==> config.mk <==
export PLATFORM = sky130hd
export DESIGN_NAME = vga_tile_renderer
export DESIGN_NICKNAME = d
export VERILOG_FILES = /design/src/rtl/vga_tile_renderer.sv
export SDC_FILE = /design/constraint.sdc
export NUM_CORES = 1
export LEC_CHECK = 0
export BUFFER_PORTS_ARGS = -buffer_cell sky130_fd_sc_hd__buf_2
export CAP_MARGIN = 20
export CORE_MARGIN = 4
export CORE_UTILIZATION = 28
export DETAILED_ROUTE_END_ITERATION = 7
export GPL_ROUTABILITY_DRIVEN = 0
export GPL_TIMING_DRIVEN = 0
export PLACE_DENSITY = 0.51
export SLEW_MARGIN = 10
export SYNTH_ARGS = -nofsm -noshare
export SYNTH_HDL_FRONTEND = slang
export SYNTH_SLANG_ARGS = --single-unit
==> constraint.sdc <==
create_clock -name i_Clk -period 3.9 [get_ports i_Clk]
set_input_delay 0.78 -clock i_Clk [delete_from_list [all_inputs] [get_ports i_Clk]]
set_output_delay 0.78 -clock i_Clk [all_outputs]
set_load 0.01 [all_outputs]
==> src/rtl/vga_tile_renderer.sv <==
// VGA raster timing plus a three-stage tile-map pixel pipeline with a writable 16-entry palette.
// Optional build macro VGA_TILE_GRID_LINES_EN overlays tile-boundary grid lines using palette entry 15.
module vga_tile_renderer #(
  parameter int H_DISPLAY  = 640,
  parameter int H_FRONT    = 18,
  parameter int H_SYNC     = 92,
  parameter int H_BACK     = 50,
  parameter int V_DISPLAY  = 480,
  parameter int V_FRONT    = 10,
  parameter int V_SYNC     = 2,
  parameter int V_BACK     = 33,
  parameter int TILE_SHIFT = 5,
  parameter int GRID_W     = 20,
  parameter int GRID_H     = 15,
  parameter int IDX_BITS   = 4,
  parameter int COLOR_BITS = 3,
  parameter int ADDR_W     = 9
) (
  input  logic                    i_Clk,
  input  logic                    i_Rst_n,
  output logic [ADDR_W-1:0]       o_Tile_Addr,
  input  logic [IDX_BITS-1:0]     i_Tile_Data,
  input  logic                    i_Pal_We,
  input  logic [IDX_BITS-1:0]     i_Pal_Idx,
  input  logic [3*COLOR_BITS-1:0] i_Pal_Rgb,
  output logic                    o_VGA_HSync,
  output logic                    o_VGA_VSync,
  output logic [COLOR_BITS-1:0]   o_VGA_Red,
  output logic [COLOR_BITS-1:0]   o_VGA_Grn,
  output logic [COLOR_BITS-1:0]   o_VGA_Blu,
  output logic                    o_Frame_Start
);
  localparam int H_TOTAL = H_DISPLAY + H_FRONT + H_SYNC + H_BACK;
  localparam int V_TOTAL = V_DISPLAY + V_FRONT + V_SYNC + V_BACK;
  localparam int HW = $clog2(H_TOTAL);
  localparam int VW = $clog2(V_TOTAL);
  localparam int CW = 3 * COLOR_BITS;

  localparam logic [HW-1:0] H_LAST = HW'(H_TOTAL - 1);
  localparam logic [HW-1:0] H_ACT  = HW'(H_DISPLAY);
  localparam logic [HW-1:0] HS_BEG = HW'(H_DISPLAY + H_FRONT);
  localparam logic [HW-1:0] HS_END = HW'(H_DISPLAY + H_FRONT + H_SYNC);
  localparam logic [VW-1:0] V_LAST = VW'(V_TOTAL - 1);
  localparam logic [VW-1:0] V_ACT  = VW'(V_DISPLAY);
  localparam logic [VW-1:0] VS_BEG = VW'(V_DISPLAY + V_FRONT);
  localparam logic [VW-1:0] VS_END = VW'(V_DISPLAY + V_FRONT + V_SYNC);
  localparam logic [HW-1:0] COL_LIM = HW'(GRID_W);
  localparam logic [VW-1:0] ROW_LIM = VW'(GRID_H);

  // Reset palette as 3-digit octal RGB; digit 7 = full scale, 4 = half scale (MSB only).
  localparam logic [8:0] PAL_CODE [16] = '{
    9'o700, 9'o070, 9'o007, 9'o770, 9'o707, 9'o077, 9'o440, 9'o404,
    9'o044, 9'o740, 9'o470, 9'o074, 9'o704, 9'o407, 9'o047, 9'o777};

  function automatic logic [COLOR_BITS-1:0] level(input logic [2:0] d);
    level = '0;
    if (d == 3'd7) level = '1;
    else if (d == 3'd4) level[COLOR_BITS-1] = 1'b1;
  endfunction

  function automatic logic [CW-1:0] pal_default(input logic [3:0] idx);
    logic [8:0] code;
    code = PAL_CODE[idx];
    pal_default = {level(code[8:6]), level(code[5:3]), level(code[2:0])};
  endfunction

  logic [HW-1:0]     h_cnt;
  logic [VW-1:0]     v_cnt;
  logic [HW-1:0]     col;
  logic [VW-1:0]     row;
  logic              active_raw, hs_raw, vs_raw, oog_raw, fs_raw;
  logic [ADDR_W-1:0] addr_raw;
  logic              act1, hs1, vs1, oog1, fs1;
  logic              act2, hs2, vs2, oog2, fs2;
  logic [CW-1:0]     pal [16];
  logic [CW-1:0]     pix;

  always_ff @(posedge i_Clk or negedge i_Rst_n) begin
    if (!i_Rst_n) begin
      h_cnt <= '0;
      v_cnt <= '0;
    end else if (h_cnt == H_LAST) begin
      h_cnt <= '0;
      v_cnt <= (v_cnt == V_LAST) ? '0 : v_cnt + 1'b1;
    end else begin
      h_cnt <= h_cnt + 1'b1;
    end
  end

  always_comb begin
    col        = h_cnt >> TILE_SHIFT;
    row        = v_cnt >> TILE_SHIFT;
    active_raw = (h_cnt < H_ACT) && (v_cnt < V_ACT);
    hs_raw     = !((h_cnt >= HS_BEG) && (h_cnt < HS_END));
    vs_raw     = !((v_cnt >= VS_BEG) && (v_cnt < VS_END));
    oog_raw    = (col >= COL_LIM) || (row >= ROW_LIM);
    fs_raw     = (h_cnt == '0) && (v_cnt == '0);
    addr_raw   = ADDR_W'(int'(row) * GRID_W + int'(col));
  end

  // Stage 2 is the memory's own output register: i_Tile_Data lines up with the *2 flags.
  always_ff @(posedge i_Clk or negedge i_Rst_n) begin
    if (!i_Rst_n) begin
      o_Tile_Addr <= '0;
      act1 <= 1'b0; hs1 <= 1'b1; vs1 <= 1'b1; oog1 <= 1'b0; fs1 <= 1'b0;
      act2 <= 1'b0; hs2 <= 1'b1; vs2 <= 1'b1; oog2 <= 1'b0; fs2 <= 1'b0;
    end else begin
      o_Tile_Addr <= addr_raw;
      act1 <= active_raw; hs1 <= hs_raw; vs1 <= vs_raw; oog1 <= oog_raw; fs1 <= fs_raw;
      act2 <= act1;       hs2 <= hs1;    vs2 <= vs1;    oog2 <= oog1;    fs2 <= fs1;
    end
  end

`ifdef VGA_TILE_GRID_LINES_EN
  logic gl_raw, gl1, gl2;
  assign gl_raw = (h_cnt[TILE_SHIFT-1:0] == '0) || (v_cnt[TILE_SHIFT-1:0] == '0);

  always_ff @(posedge i_Clk or negedge i_Rst_n) begin
    if (!i_Rst_n) begin
      gl1 <= 1'b0;
      gl2 <= 1'b0;
    end else begin
      gl1 <= gl_raw;
      gl2 <= gl1;
    end
  end

  always_comb begin
    pix = '0;
    if (act2 && gl2) pix = pal[4'hF];
    else if (act2 && !oog2) pix = pal[i_Tile_Data];
  end
`else
  always_comb begin
    pix = '0;
    if (act2 && !oog2) pix = pal[i_Tile_Data];
  end
`endif

  always_ff @(posedge i_Clk or negedge i_Rst_n) begin
    if (!i_Rst_n) begin
      o_VGA_Red     <= '0;
      o_VGA_Grn     <= '0;
      o_VGA_Blu     <= '0;
      o_VGA_HSync   <= 1'b1;
      o_VGA_VSync   <= 1'b1;
      o_Frame_Start <= 1'b0;
    end else begin
      {o_VGA_Red, o_VGA_Grn, o_VGA_Blu} <= pix;
      o_VGA_HSync   <= hs2;
      o_VGA_VSync   <= vs2;
      o_Frame_Start <= fs2;
    end
  end

  // A lookup in the same clock as a write still sees the old entry.
  always_ff @(posedge i_Clk or negedge i_Rst_n) begin
    if (!i_Rst_n) begin
      for (int i = 0; i < 16; i++) pal[i] <= pal_default(4'(i));
    end else if (i_Pal_We) begin
      pal[i_Pal_Idx] <= i_Pal_Rgb;
    end
  end
endmodule

Word level (Yosys, flattened, before mapping)
Index checks and enable logic that the tools add are counted.
{ "op_classes": {"addsub": 3, "n_mul": 1, "order_cmp": 11, "eq_ne": 2, "mux": 9, "n_bitwise": 2, "reduce_logical": 12} }
{ "op_table": {"columns": ["cell", "count"], "rows": [
  ["$bwmux W144", 1],
  ["$bmux W9 S4", 1],
  ["$demux W9 S4", 1],
  ["$mux W9", 4],
  ["$add A10 B1 Y10 const B", 2],
  ["$eq A10 B10 Y1 const B", 2],
  ["$logic_not A10 Y1", 2],
  ["$lt A10 B10 Y1 const B", 2],
  ["$lt A10 B9 Y1 const B", 2],
  ["$mux W10", 2],
  ["$ge A5 B5 Y1 const B", 3],
  ["$ge A10 B10 Y1 const B", 1],
  ["$ge A10 B9 Y1 const B", 1],
  ["$not A4 Y5", 2],
  ["$add A9 B5 Y9", 1],
  ["$mul A5 B3 Y7 const B", 1],
  ["$logic_and A1 B1 Y1", 6],
  ["$ge A5 B4 Y1 const B", 1],
  ["$lt A5 B1 Y1 const B", 1],
  ["$logic_not A1 Y1", 3],
  ["$logic_or A1 B1 Y1", 1]
]} }
{ "word_totals": {"register_bits": 195, "out_inout_bits": 21} }

Longest topological paths before layout
Gate-level depths: netlist of run 1.
{ "depth": {"ltp_word": 6, "ltp_mapped": 7, "ltp_nobuf": 7} }

Worst setup path after synthesis of run 1
No wires, ideal clock.
{ "synth_timing": {"path_kind": "register -> register", "start": "reg v_cnt[6]", "end": "reg o_Tile_Addr[8]", "setup_time_ns": 0.080, "arrival_ns": 1.965, "slack_ns": 1.855, "stages_incl_launch_ff": 8, "synth_period_minus_slack_ns": 2.045, "path_cell_list": "dfrtp_1 ha_1 ha_1 fa_1 xor2_1 nand4_1 xnor2_1 xnor2_1"} }
{ "synth_via": {"elab_chain_len": 2} }
{ "synth_lines": {"columns": ["element", "line_no", "rtl"], "rows": [
  ["start: declaration", "68", "logic [VW-1:0] v_cnt;"],
  ["start signal: assignment", "84", "v_cnt <= (v_cnt == V_LAST) ? '0 : v_cnt + 1'b1;"],
  ["$mul A5 B3 Y7", "98", "addr_raw = ADDR_W'(int'(row) * GRID_W + int'(col));"],
  ["$add A9 B5 Y9", "98", null],
  ["named net addr_raw[8]", "72", "logic [ADDR_W-1:0] addr_raw;"],
  ["end signal: assignment", "108", "o_Tile_Addr <= addr_raw;"],
  ["end: declaration", "21", "output logic [ADDR_W-1:0] o_Tile_Addr,"]
]} }
The timed path passes the listed nets, and every way through them passes these cells.
A chain may end at the register's enable or synchronous reset.

Worst setup path after layout of run 1
{ "layout_timing": {"start": "in i_Tile_Data[1]", "end": "reg o_VGA_Grn[0]"} }
{ "layout_via": {"elab_chain_len": 5} }
{ "layout_lines": {"columns": ["element", "line_no", "rtl"], "rows": [
  ["start: declaration", "22", "input logic [IDX_BITS-1:0] i_Tile_Data,"],
  ["$not A4 Y5 (implied by the code)", "136", "if (act2 && !oog2) pix = pal[i_Tile_Data];"],
  ["$bmux W9 S4", "136", null],
  ["$mux W9 (implied by the code) (2 in series)", "136", null],
  ["$mux W9", "136", null],
  ["named net pix[3]", "76", "logic [CW-1:0] pix;"],
  ["end signal: assignment", "149", "{o_VGA_Red, o_VGA_Grn, o_VGA_Blu} <= pix;"],
  ["end: declaration", "29", "output logic [COLOR_BITS-1:0] o_VGA_Grn,"]
]} }
The timed path passes the listed nets, and every way through them passes these cells. The select of a mux whose other input is x is not followed.

==> results of run 1 <==
stage by stage:
stage               setup TNS (ns)  power, uW  instance area, um2  setup WS (ns)  util, %
floorplan                        0       3220                9000           1.85        -
global placement           -175.25       3450                9690          -1.38     30.6
detailed placement               0       3470                9730           1.14     30.8
CTS                              0       5200               10300           1.61     32.5
global route                     0       5400               10300           1.48     32.5
finish                           0       5140               10300           1.62     32.5
synthesized netlist by cell type (all sizes together) (4+ instances only):
cell	number	share of area, %
dfrtp	123	34
mux4	5	1.3
mux2	145	18
clkbuf	13	0.56
nor2	19	1.2
and3	7	0.54
buf	23	1.9
nand2	23	0.96
o21ai	12	0.67
ha	13	1.8
nand4	7	0.49
nand2b	12	0.83
a21oi	9	0.50
xor2	8	0.78
inv	5	0.21
mux2i	62	6.9
nand3	20	1.3
xnor2	9	0.88
nor3	4	0.22
dfstp	72	21
a22oi	30	2.6
logic make-up after synthesis:
group           Yosys count  synth area share, %
compound gates           62                 4.62
xor+xnor                 17                 1.66
fa+ha+maj                15                 2.25
buf+inv                  41                 2.63
flops                   195                 55.2
mux                     212                 26.3
simple gates            113                 7.30
routing by layer:
layer | up-vias | track usage (%) | share of wire [%]
met3 | 17 | 2.89 | 3.1
met4 | 4 | 2.87 | 1.0
met5 | - | 0 | 0.11
met2 | 75 | 20.0 | 47
li1 | 2494 | - | -
met1 | 2829 | 17.3 | 49
registers in the layout, indices dropped and copies added (netlist names), 3 cells and up:
register and flops:
h_cnt 10, o_Tile_Addr 9, o_VGA_Blu 3, o_VGA_Grn 3, o_VGA_Red 3, pal 144
v_cnt 10
worst min-delay path by stage:
| stage | end | slack [ns] | cells past startpoint |
|---|---|---|---|
| floorplan | act2 | 0.33 | 0 |
| global placement | act2 | 0.33 | 0 |
| detailed placement | oog2 | 0.33 | 0 |
| CTS | act2 | 0.35 | 0 |
| global route | act2 | 0.36 | 0 |
| finish | act2 | 0.35 | 0 |
power groups by stage:
stage          combinational, uW  sequential [uW]  clock [uW]
2_1_floorplan                553             2660           0
3_3_place_gp                 743             2700           0
3_5_place_dp                 764             2710           0
4_1_cts                      767             2670        1760
5_1_grt                      838             2720        1850
6_report                     751             2670        1710
final cells by class:
cell class | instances | area [um2]
Fill cell | 3177 | 21300
Clock buffer | 22 | 464
Multi-Input combinational cell | 419 | 3790
Timing Repair Buffer | 39 | 228
Clock inverter | 10 | 100
Buffer | 36 | 218
Tap cell | 402 | 503
Inverter | 5 | 18.8
Sequential cell | 195 | 4970
worst max-delay path: cells and delay by family:
family / cells / cell delay [ns]
buffers and inverters: 2 / 0.79
AO/OA/AOI/OAI: 2 / 0.31
AND/OR/NAND/NOR: 2 / 0.67
==> results.sh, run 1 <==
export IMPL_outcome="complete, no violations"
export IMPL_final_cell_mix="145 x mux2_2, 123 x dfrtp_1, 72 x dfstp_2, 62 x mux2i_1, 48 x buf_2"
export IMPL_hold_violations=0
export IMPL_crit_path_start="i_Tile_Data[1]"
export IMPL_holdCritPathClass="reg2reg"
export IMPL_crit_end="o_VGA_Grn[0]"
export IMPL_crit_fanout=10
export IMPL_synth_edf_count=0
export IMPL_worst_path_max_delay_cell="clkbuf_1"
export IMPL_stdcell_count=1128
export IMPL_final_common_cell="mux2_2"
export IMPL_clk_latency_ns=0.43
export IMPL_grt_pass1_wl_um=34000
export IMPL_power_frac_comb_pct=14.6
export IMPL_power_density_mw_per_mm2=499
export IMPL_crit_path_cell_trace="buf_2 > nor2_1 > clkbuf_1 > a22oi_1 > nand3_1 > o21ai_0"
export IMPL_maxSlewHeadroom_pct=44.1
export IMPL_post_synth_inst_count=655
export IMPL_row_count=65
export IMPL_ys_flop_type="dfrtp_1"
export IMPL_cts_buffers=17
export IMPL_start_util_pct=28.4
export IMPL_ys_seq_area_share_pct=55.2
export IMPL_r2r_start="v_cnt[6]"
export IMPL_synth_seq_cells=195
export IMPL_first_pass_iters=4
export IMPL_grt_pass1_vias=5659
export IMPL_period_share_pct=58.4
export IMPL_track_usage_pct=12.5
export IMPL_rrSetupSlack_ns=1.67
export IMPL_drive_above_1_share_pct=46.4
export IMPL_drt_initial_drc_count=258
export IMPL_num_nets_final=748
export IMPL_die_area_mm2=0.0351
export IMPL_hp_start="act1"
export IMPL_routed_wl_um=21300
export IMPL_holdWs_ns=0.348
export IMPL_leakagePower_uw=0.00449
export IMPL_crit_type="in2reg"
export IMPL_clock_skew_ns=0.0101
export IMPL_sequentialPowerShare_pct=52.0
export IMPL_switchingPower_uw=1290
export IMPL_fp_dieW_um=187
export IMPL_maxSlewViolCount=0
export IMPL_cts_tree="built"
export IMPL_vdd_drop_max_mv=0.326
export IMPL_min_period_ns=2.28
export IMPL_grt_max_degree=100
export IMPL_ctsHoldBuffers=0
export IMPL_cts_resized=0
export IMPL_n_antenna_cell=0
export IMPL_syn_area_mm2=0.00900
export IMPL_setup_viol=0
export IMPL_syn_avg_cell_area_um2=13.7
export IMPL_intPower_uw=3840
export IMPL_wl_per_cell_um=18.9
export IMPL_viasPerCell=4.80
export IMPL_ys_warn_count=0
export IMPL_end_kind="flip-flop"
export IMPL_max_clock_freq_ghz=0.439
export IMPL_async_flop_share_pct=100
export IMPL_clk_transition_reported_paths_ns=0.07
export IMPL_switching_share_pct=25.2
export IMPL_cp_start_kind="input port"
export IMPL_core_area_mm2=0.0316
export IMPL_synth_cell_types=49
export IMPL_tightestPinTransition_ns=0.834
export IMPL_clkPwrFrac_pct=33.4
export IMPL_rsz0062_at_grt="no"
export IMPL_cp_required_ns=4.18
export IMPL_ant_nets=0
export IMPL_port_buffers=38
export IMPL_dp_hpwl_um=14200
export IMPL_ios=41
export IMPL_areaGrowthSynthToFinish_pct=14.5
export IMPL_drv_cap=0
export IMPL_clock_sinks=195
export IMPL_crit_arrival_ns=2.56
export IMPL_grt_antenna_before_repair=2
export IMPL_drc=0
export IMPL_clk_path_buf_depth=2
export IMPL_reg2regPathDepth=7
export IMPL_postCtsSetupRepairBufs=0
export IMPL_cts_root_buf="clkbuf_16"
export IMPL_synth_nets=690
export IMPL_grt_overflow_total=0
export IMPL_r2r_end="o_Tile_Addr[8]"
export IMPL_die_y_um=187
export IMPL_max_stage_delay_ns=0.59
export IMPL_placed_cells=1096
export IMPL_vias=5419
export IMPL_h_tree_depth=4
No activity file was read; power rests on OpenSTA's default activity.
==> run 2: changes to the inputs <==
--- a/config.mk
+++ b/config.mk
@@ -12,7 +12,7 @@
 export DETAILED_ROUTE_END_ITERATION = 7
 export GPL_ROUTABILITY_DRIVEN = 0
 export GPL_TIMING_DRIVEN = 0
-export PLACE_DENSITY = 0.51
+export PLACE_DENSITY = 0.52
 export SLEW_MARGIN = 10
 export SYNTH_ARGS = -nofsm -noshare
 export SYNTH_HDL_FRONTEND = slang
==> constraint.sdc (replaced) <==
create_clock -name i_Clk -period 1.9 [get_ports i_Clk]
set_input_delay 0.38 -clock i_Clk [delete_from_list [all_inputs] [get_ports i_Clk]]
set_output_delay 0.38 -clock i_Clk [all_outputs]
set_load 0.01 [all_outputs]
==> results.sh, run 2 (synthesized netlist as in run 1, its figures left out) <==
export IMPL_wl_per_cell_um=18.8
export IMPL_grt_max_degree=68
export IMPL_drv_cap=0
export IMPL_period_share_pct=99.1
export IMPL_track_usage_pct=12.7
export IMPL_setup_ws_ns=0.0164
export IMPL_power_total_uw=10800
export IMPL_routed_wl_um=21400
export IMPL_row_count=65
export IMPL_utilization_pct=33.2
export IMPL_crit_arrival_ns=2.23
export IMPL_crit_fanout=2
export IMPL_port_buffers=38
export IMPL_hp_start="i_Pal_Rgb[8]"
export IMPL_sequentialPowerShare_pct=50.9
export IMPL_cp_start_kind="flip-flop"
export IMPL_placed_area_mm2=0.00979
export IMPL_drive_above_1_share_pct=48.9
export IMPL_r2r_start="v_cnt[6]"
export IMPL_max_clock_freq_ghz=0.531
export IMPL_largest_register_ffs=144
export IMPL_tns_ns=0
export IMPL_cts_buffers=17
export IMPL_vdd_drop_max_mv=0.670
export IMPL_clk_latency_ns=0.44
export IMPL_grt_pass1_wl_um=34400
export IMPL_clk_path_buf_depth=2
export IMPL_end_kind="flip-flop"
export IMPL_leakagePower_uw=0.00456
export IMPL_reg_top3="pal (144), h_cnt (10), v_cnt (10)"
export IMPL_rsz0062_at_grt="yes"
export IMPL_ios=41
export IMPL_drt_initial_drc_count=252
export IMPL_final_cell_mix="145 x mux2_2, 118 x dfrtp_1, 72 x dfstp_2, 62 x mux2i_1, 48 x buf_2"
export IMPL_cts_tree="built"
export IMPL_ant_nets=0
export IMPL_clock_skew_ns=0.00947
export IMPL_min_period_ns=1.88
export IMPL_die_area_mm2=0.0351
export IMPL_fp_dieW_um=187
export IMPL_drc=0
export IMPL_maxSlewViolCount=0
export IMPL_intPower_uw=8130
export IMPL_final_common_cell="mux2_2"
export IMPL_regMostFlops="pal"
export IMPL_hold_violations=0
export IMPL_grt_pass1_vias=5779
export IMPL_core_area_mm2=0.0316
export IMPL_h_tree_depth=4
export IMPL_dp_hpwl_um=14400
export IMPL_power_density_mw_per_mm2=1030
export IMPL_n_antenna_cell=0
export IMPL_vias=5328
export IMPL_cts_root_buf="clkbuf_16"
export IMPL_tightestPinTransition_ns=0.802
export IMPL_start_util_pct=28.4
export IMPL_maxSlewHeadroom_pct=46.3
export IMPL_outcome="complete, no violations"
export IMPL_die_y_um=187
export IMPL_crit_type="reg2reg"
export IMPL_pre_cts_slack_ns=-0.495
export IMPL_crit_path_start="v_cnt[6]"
export IMPL_clkPwrFrac_pct=34.7
export IMPL_setup_viol=0
export IMPL_grt_antenna_before_repair=3
export IMPL_areaGrowthSynthToFinish_pct=16.7
export IMPL_hold_depth=2
export IMPL_num_nets_final=758
export IMPL_power_frac_comb_pct=14.4
export IMPL_viasPerCell=4.68
export IMPL_clock_sinks=195
export IMPL_clk_transition_reported_paths_ns=0.07
export IMPL_holdCritPathClass="in2reg"
export IMPL_reg2regPathDepth=6
export IMPL_switching_share_pct=24.6
export IMPL_cp_required_ns=2.25
export IMPL_first_pass_iters=4
export IMPL_grt_overflow_total=0
export IMPL_switchingPower_uw=2650
export IMPL_post_route_cell_area_mm2=0.0105
## run 2: cell types whose count changed in the layout (fill, tap and decap cells not counted), moves of 2 or more
cell	previous run	this run
buf_4	6	14
bufinv_16	1	3
clkinvlp_4	4	1
dfrtp_1	123	118
dfrtp_2	0	5
ha_1	13	8
ha_2	0	2
ha_4	0	3
## run 2: worst max-delay path: stages (launching register included)
cell	delay, ns
dfrtp_2	0.43
ha_4	0.25
ha_4	0.16
fa_2	0.53
nand4_1	0.10
xnor2_1	0.19
xnor2_1	0.14
## run 2: worst paths after layout
| kind | slack [ns] | endpoint |
|---|---|---|
| max | 0.02 | o_Tile_Addr[8] |
| min | 0.28 | pal[98] |
| max reg2reg | 0.02 | o_Tile_Addr[8] |
| min reg2reg | 0.35 | oog2 |
| max in group asynchronous | 0.31 | pal[29] |
| min in group asynchronous | 0.48 | pal[109] |
## run 2: through the flow
step                std cells  hold WS (ns)
floorplan                 655        0.0844
global placement         1095         0.334
detailed placement       1097         0.335
CTS                      1137         0.258
global route             1138         0.275
finish                   1138         0.280
## run 2: layer usage
layer  global-route usage, %  routed length [um]  part of all wire [%]
met1                    17.5               10400                    48
met2                    20.3               10100                    47
met3                    2.78                 708                   3.3
met4                    3.16                 211                  0.99
met5                       0                  41                  0.19
## run 2: area by class of cell
class,count,area (um2)
well taps,402,503
fillers,3137,21100
plain buffers,36,219
flip-flops and latches,195,4980
repair buffers,49,325
clock buffers,21,450
multi-input cells,419,3850
clock inverters,11,154
inverters,5,18.8
## run 2: repair_timing
action,CTS,global route
hold buffers,1,0
setup endpoints to repair,2,4
buffers inserted,7,1
gates resized for setup,6,3
pin swaps,6,3
endpoints found under the hold margin,39,0
## run 2: power by group through the flow
stage,sequential [uW],combinational (uW),clock [uW]
global placement,5540,1530,0
CTS,5490,1590,3850
global route,5580,1730,4020
finish,5490,1550,3750
detailed placement,5560,1580,0
floorplan,5460,1140,0
==> run 3: changes to the inputs <==
--- a/config.mk
+++ b/config.mk
@@ -6,13 +6,13 @@
 export NUM_CORES = 1
 export LEC_CHECK = 0
 export BUFFER_PORTS_ARGS = -buffer_cell sky130_fd_sc_hd__buf_2
-export CAP_MARGIN = 20
+export CAP_MARGIN = 5
 export CORE_MARGIN = 4
 export CORE_UTILIZATION = 28
 export DETAILED_ROUTE_END_ITERATION = 7
 export GPL_ROUTABILITY_DRIVEN = 0
 export GPL_TIMING_DRIVEN = 0
-export PLACE_DENSITY = 0.52
+export PLACE_DENSITY = 0.47
 export SLEW_MARGIN = 10
 export SYNTH_ARGS = -nofsm -noshare
 export SYNTH_HDL_FRONTEND = slang
==> results.sh, run 3 (synthesized netlist as in run 1, its figures left out) <==
export IMPL_vias=5435
export IMPL_clock_sinks=195
export IMPL_cts_tree="built"
export IMPL_max_clock_freq_ghz=0.520
export IMPL_power_frac_comb_pct=14.2
export IMPL_final_common_cell="mux2_2"
export IMPL_sequentialPowerShare_pct=50.5
export IMPL_end_kind="flip-flop"
export IMPL_clk_latency_ns=0.44
export IMPL_start_util_pct=28.4
export IMPL_crit_family="adder cells"
export IMPL_power_density_mw_per_mm2=1040
export IMPL_setup_viol=1
export IMPL_grt_overflow_total=0
export IMPL_pre_cts_slack_ns=-0.538
export IMPL_ant_nets=0
export IMPL_holdCritPathClass="in2reg"
export IMPL_clkPwrFrac_pct=35.3
export IMPL_crit_arrival_ns=2.27
export IMPL_cp_required_ns=2.25
export IMPL_regMostFlops="pal"
export IMPL_clock_skew_ns=0.0143
export IMPL_crit_fanout=3
export IMPL_num_nets_final=755
export IMPL_die_area_mm2=0.0351
export IMPL_first_pass_iters=4
export IMPL_switchingPower_uw=2670
export IMPL_hold_violations=0
export IMPL_drv_cap=0
export IMPL_grt_antenna_before_repair=5
export IMPL_h_tree_depth=4
export IMPL_violations="setup timing"
export IMPL_worst_path_max_delay_cell="fa_2"
export IMPL_die_y_um=187
export IMPL_maxSlewViolCount=0
export IMPL_viasPerCell=4.78
export IMPL_port_buffers=38
export IMPL_row_count=65
export IMPL_drive_above_1_share_pct=48.7
export IMPL_switching_share_pct=24.5
export IMPL_final_cell_mix="145 x mux2_2, 118 x dfrtp_1, 72 x dfstp_2, 62 x mux2i_1, 48 x buf_2"
export IMPL_track_usage_pct=12.9
export IMPL_post_route_cell_area_mm2=0.0105
export IMPL_cts_root_buf="clkbuf_16"
export IMPL_largest_register_ffs=144
export IMPL_placed_area_mm2=0.00976
export IMPL_intPower_uw=8200
export IMPL_cp_start_kind="flip-flop"
export IMPL_crit_path_cell_trace="ha_4 > ha_4 > fa_2 > nand4_1 > xnor2_1 > xnor2_1"
export IMPL_tightestPinTransition_ns=0.807
export IMPL_dp_hpwl_um=14700
export IMPL_grt_pass1_vias=5838
export IMPL_power_total_uw=10900
export IMPL_core_area_mm2=0.0316
export IMPL_drt_initial_drc_count=174
export IMPL_critPathBufInv=0
export IMPL_tns_ns=-0.0223
export IMPL_grt_use_met3_pct=3.21
export IMPL_routed_wl_um=22100
export IMPL_cts_buffers=17
export IMPL_maxSlewHeadroom_pct=46.1
export IMPL_fill_cells=3137
export IMPL_leakagePower_uw=0.00454
export IMPL_clk_transition_reported_paths_ns=0.08
export IMPL_setup_ws_ns=-0.0223
export IMPL_areaGrowthSynthToFinish_pct=16.4
export IMPL_grtUsageMet2_pct=20.9
export IMPL_reg_top3="pal (144), h_cnt (10), v_cnt (10)"
export IMPL_crit_type="reg2reg"
export IMPL_max_stage_delay_ns=0.58
export IMPL_min_period_ns=1.92
export IMPL_drc=0
export IMPL_busiest_layer="met2"
export IMPL_vdd_drop_max_mv=0.671
export IMPL_period_share_pct=101
export IMPL_ios=41
export IMPL_outcome="finished with violations"
export IMPL_grt_met1_usage_pct=17.4
export IMPL_grt_max_degree=102
export IMPL_fp_dieW_um=187
export IMPL_wl_per_cell_um=19.4
export IMPL_grt_pass1_wl_um=35000
export IMPL_rsz0062_at_grt="yes"
export IMPL_clk_path_buf_depth=2
## run 3: path summary, 6_finish.rpt
| path | start | to | slack, ns | depth (start not counted) |
|---|---|---|---|---|
| max in group asynchronous | i_Rst_n | v_cnt[9] | 0.33 | 3 |
| setup reg to reg | v_cnt[8] | o_Tile_Addr[8] | -0.02 | 6 |
| min in group asynchronous | i_Rst_n | pal[123] | 0.57 | 2 |
| setup / recovery | v_cnt[8] | o_Tile_Addr[8] | -0.02 | 6 |
| hold / removal | i_Pal_Rgb[8] | pal[98] | 0.30 | 2 |
| hold reg to reg | fs2 | o_Frame_Start | 0.35 | 0 |
## run 3: through the flow
step	hold WS [ns]	instances	util (%)
2_1_floorplan	0.0844	655	-
6_report	0.296	1136	33.1
3_3_place_gp	0.331	1095	30.7
4_1_cts	0.286	1134	33.0
3_5_place_dp	0.336	1096	30.9
5_1_grt	0.290	1136	33.1
## run 3: layout make-up
type / count / area [um2] / share of cell area [%]
Buffer: 36 / 219 / 2.09
Clock buffer: 22 / 475 / 4.54
Timing Repair Buffer: 46 / 283 / 2.70
Inverter: 5 / 18.8 / 0.179
Antenna cell: 1 / 2.50 / 0.0239
Tap cell: 402 / 503 / 4.80
Multi-Input combinational cell: 419 / 3850 / 36.8
Sequential cell: 195 / 4980 / 47.5
Clock inverter: 10 / 144 / 1.37
## run 3: layer usage
metal	part of all wire [%]	wire length, um
met5	0.22	48
met4	0.97	213
met3	4.0	872
met2	47	10500
met1	47	10500
## run 3: power groups by stage
| stage | clock (uW) | sequential (uW) | combinational (uW) |
|---|---|---|---|
| 5_1_grt | 4120 | 5580 | 1710 |
| 3_5_place_dp | 0 | 5560 | 1580 |
| 2_1_floorplan | 0 | 5460 | 1140 |
| 6_report | 3840 | 5480 | 1540 |
| 3_3_place_gp | 0 | 5540 | 1540 |
| 4_1_cts | 3950 | 5490 | 1580 |
## run 3: timing repair
action / 4_1_cts / 5_1_grt
buffers inserted: 5 / 1
pin swaps: 2 / 1
resized for setup: 6 / 3
hold endpoints to repair: 7 / 0
hold buffers: 1 / 0
endpoints found under the setup margin: 6 / 4
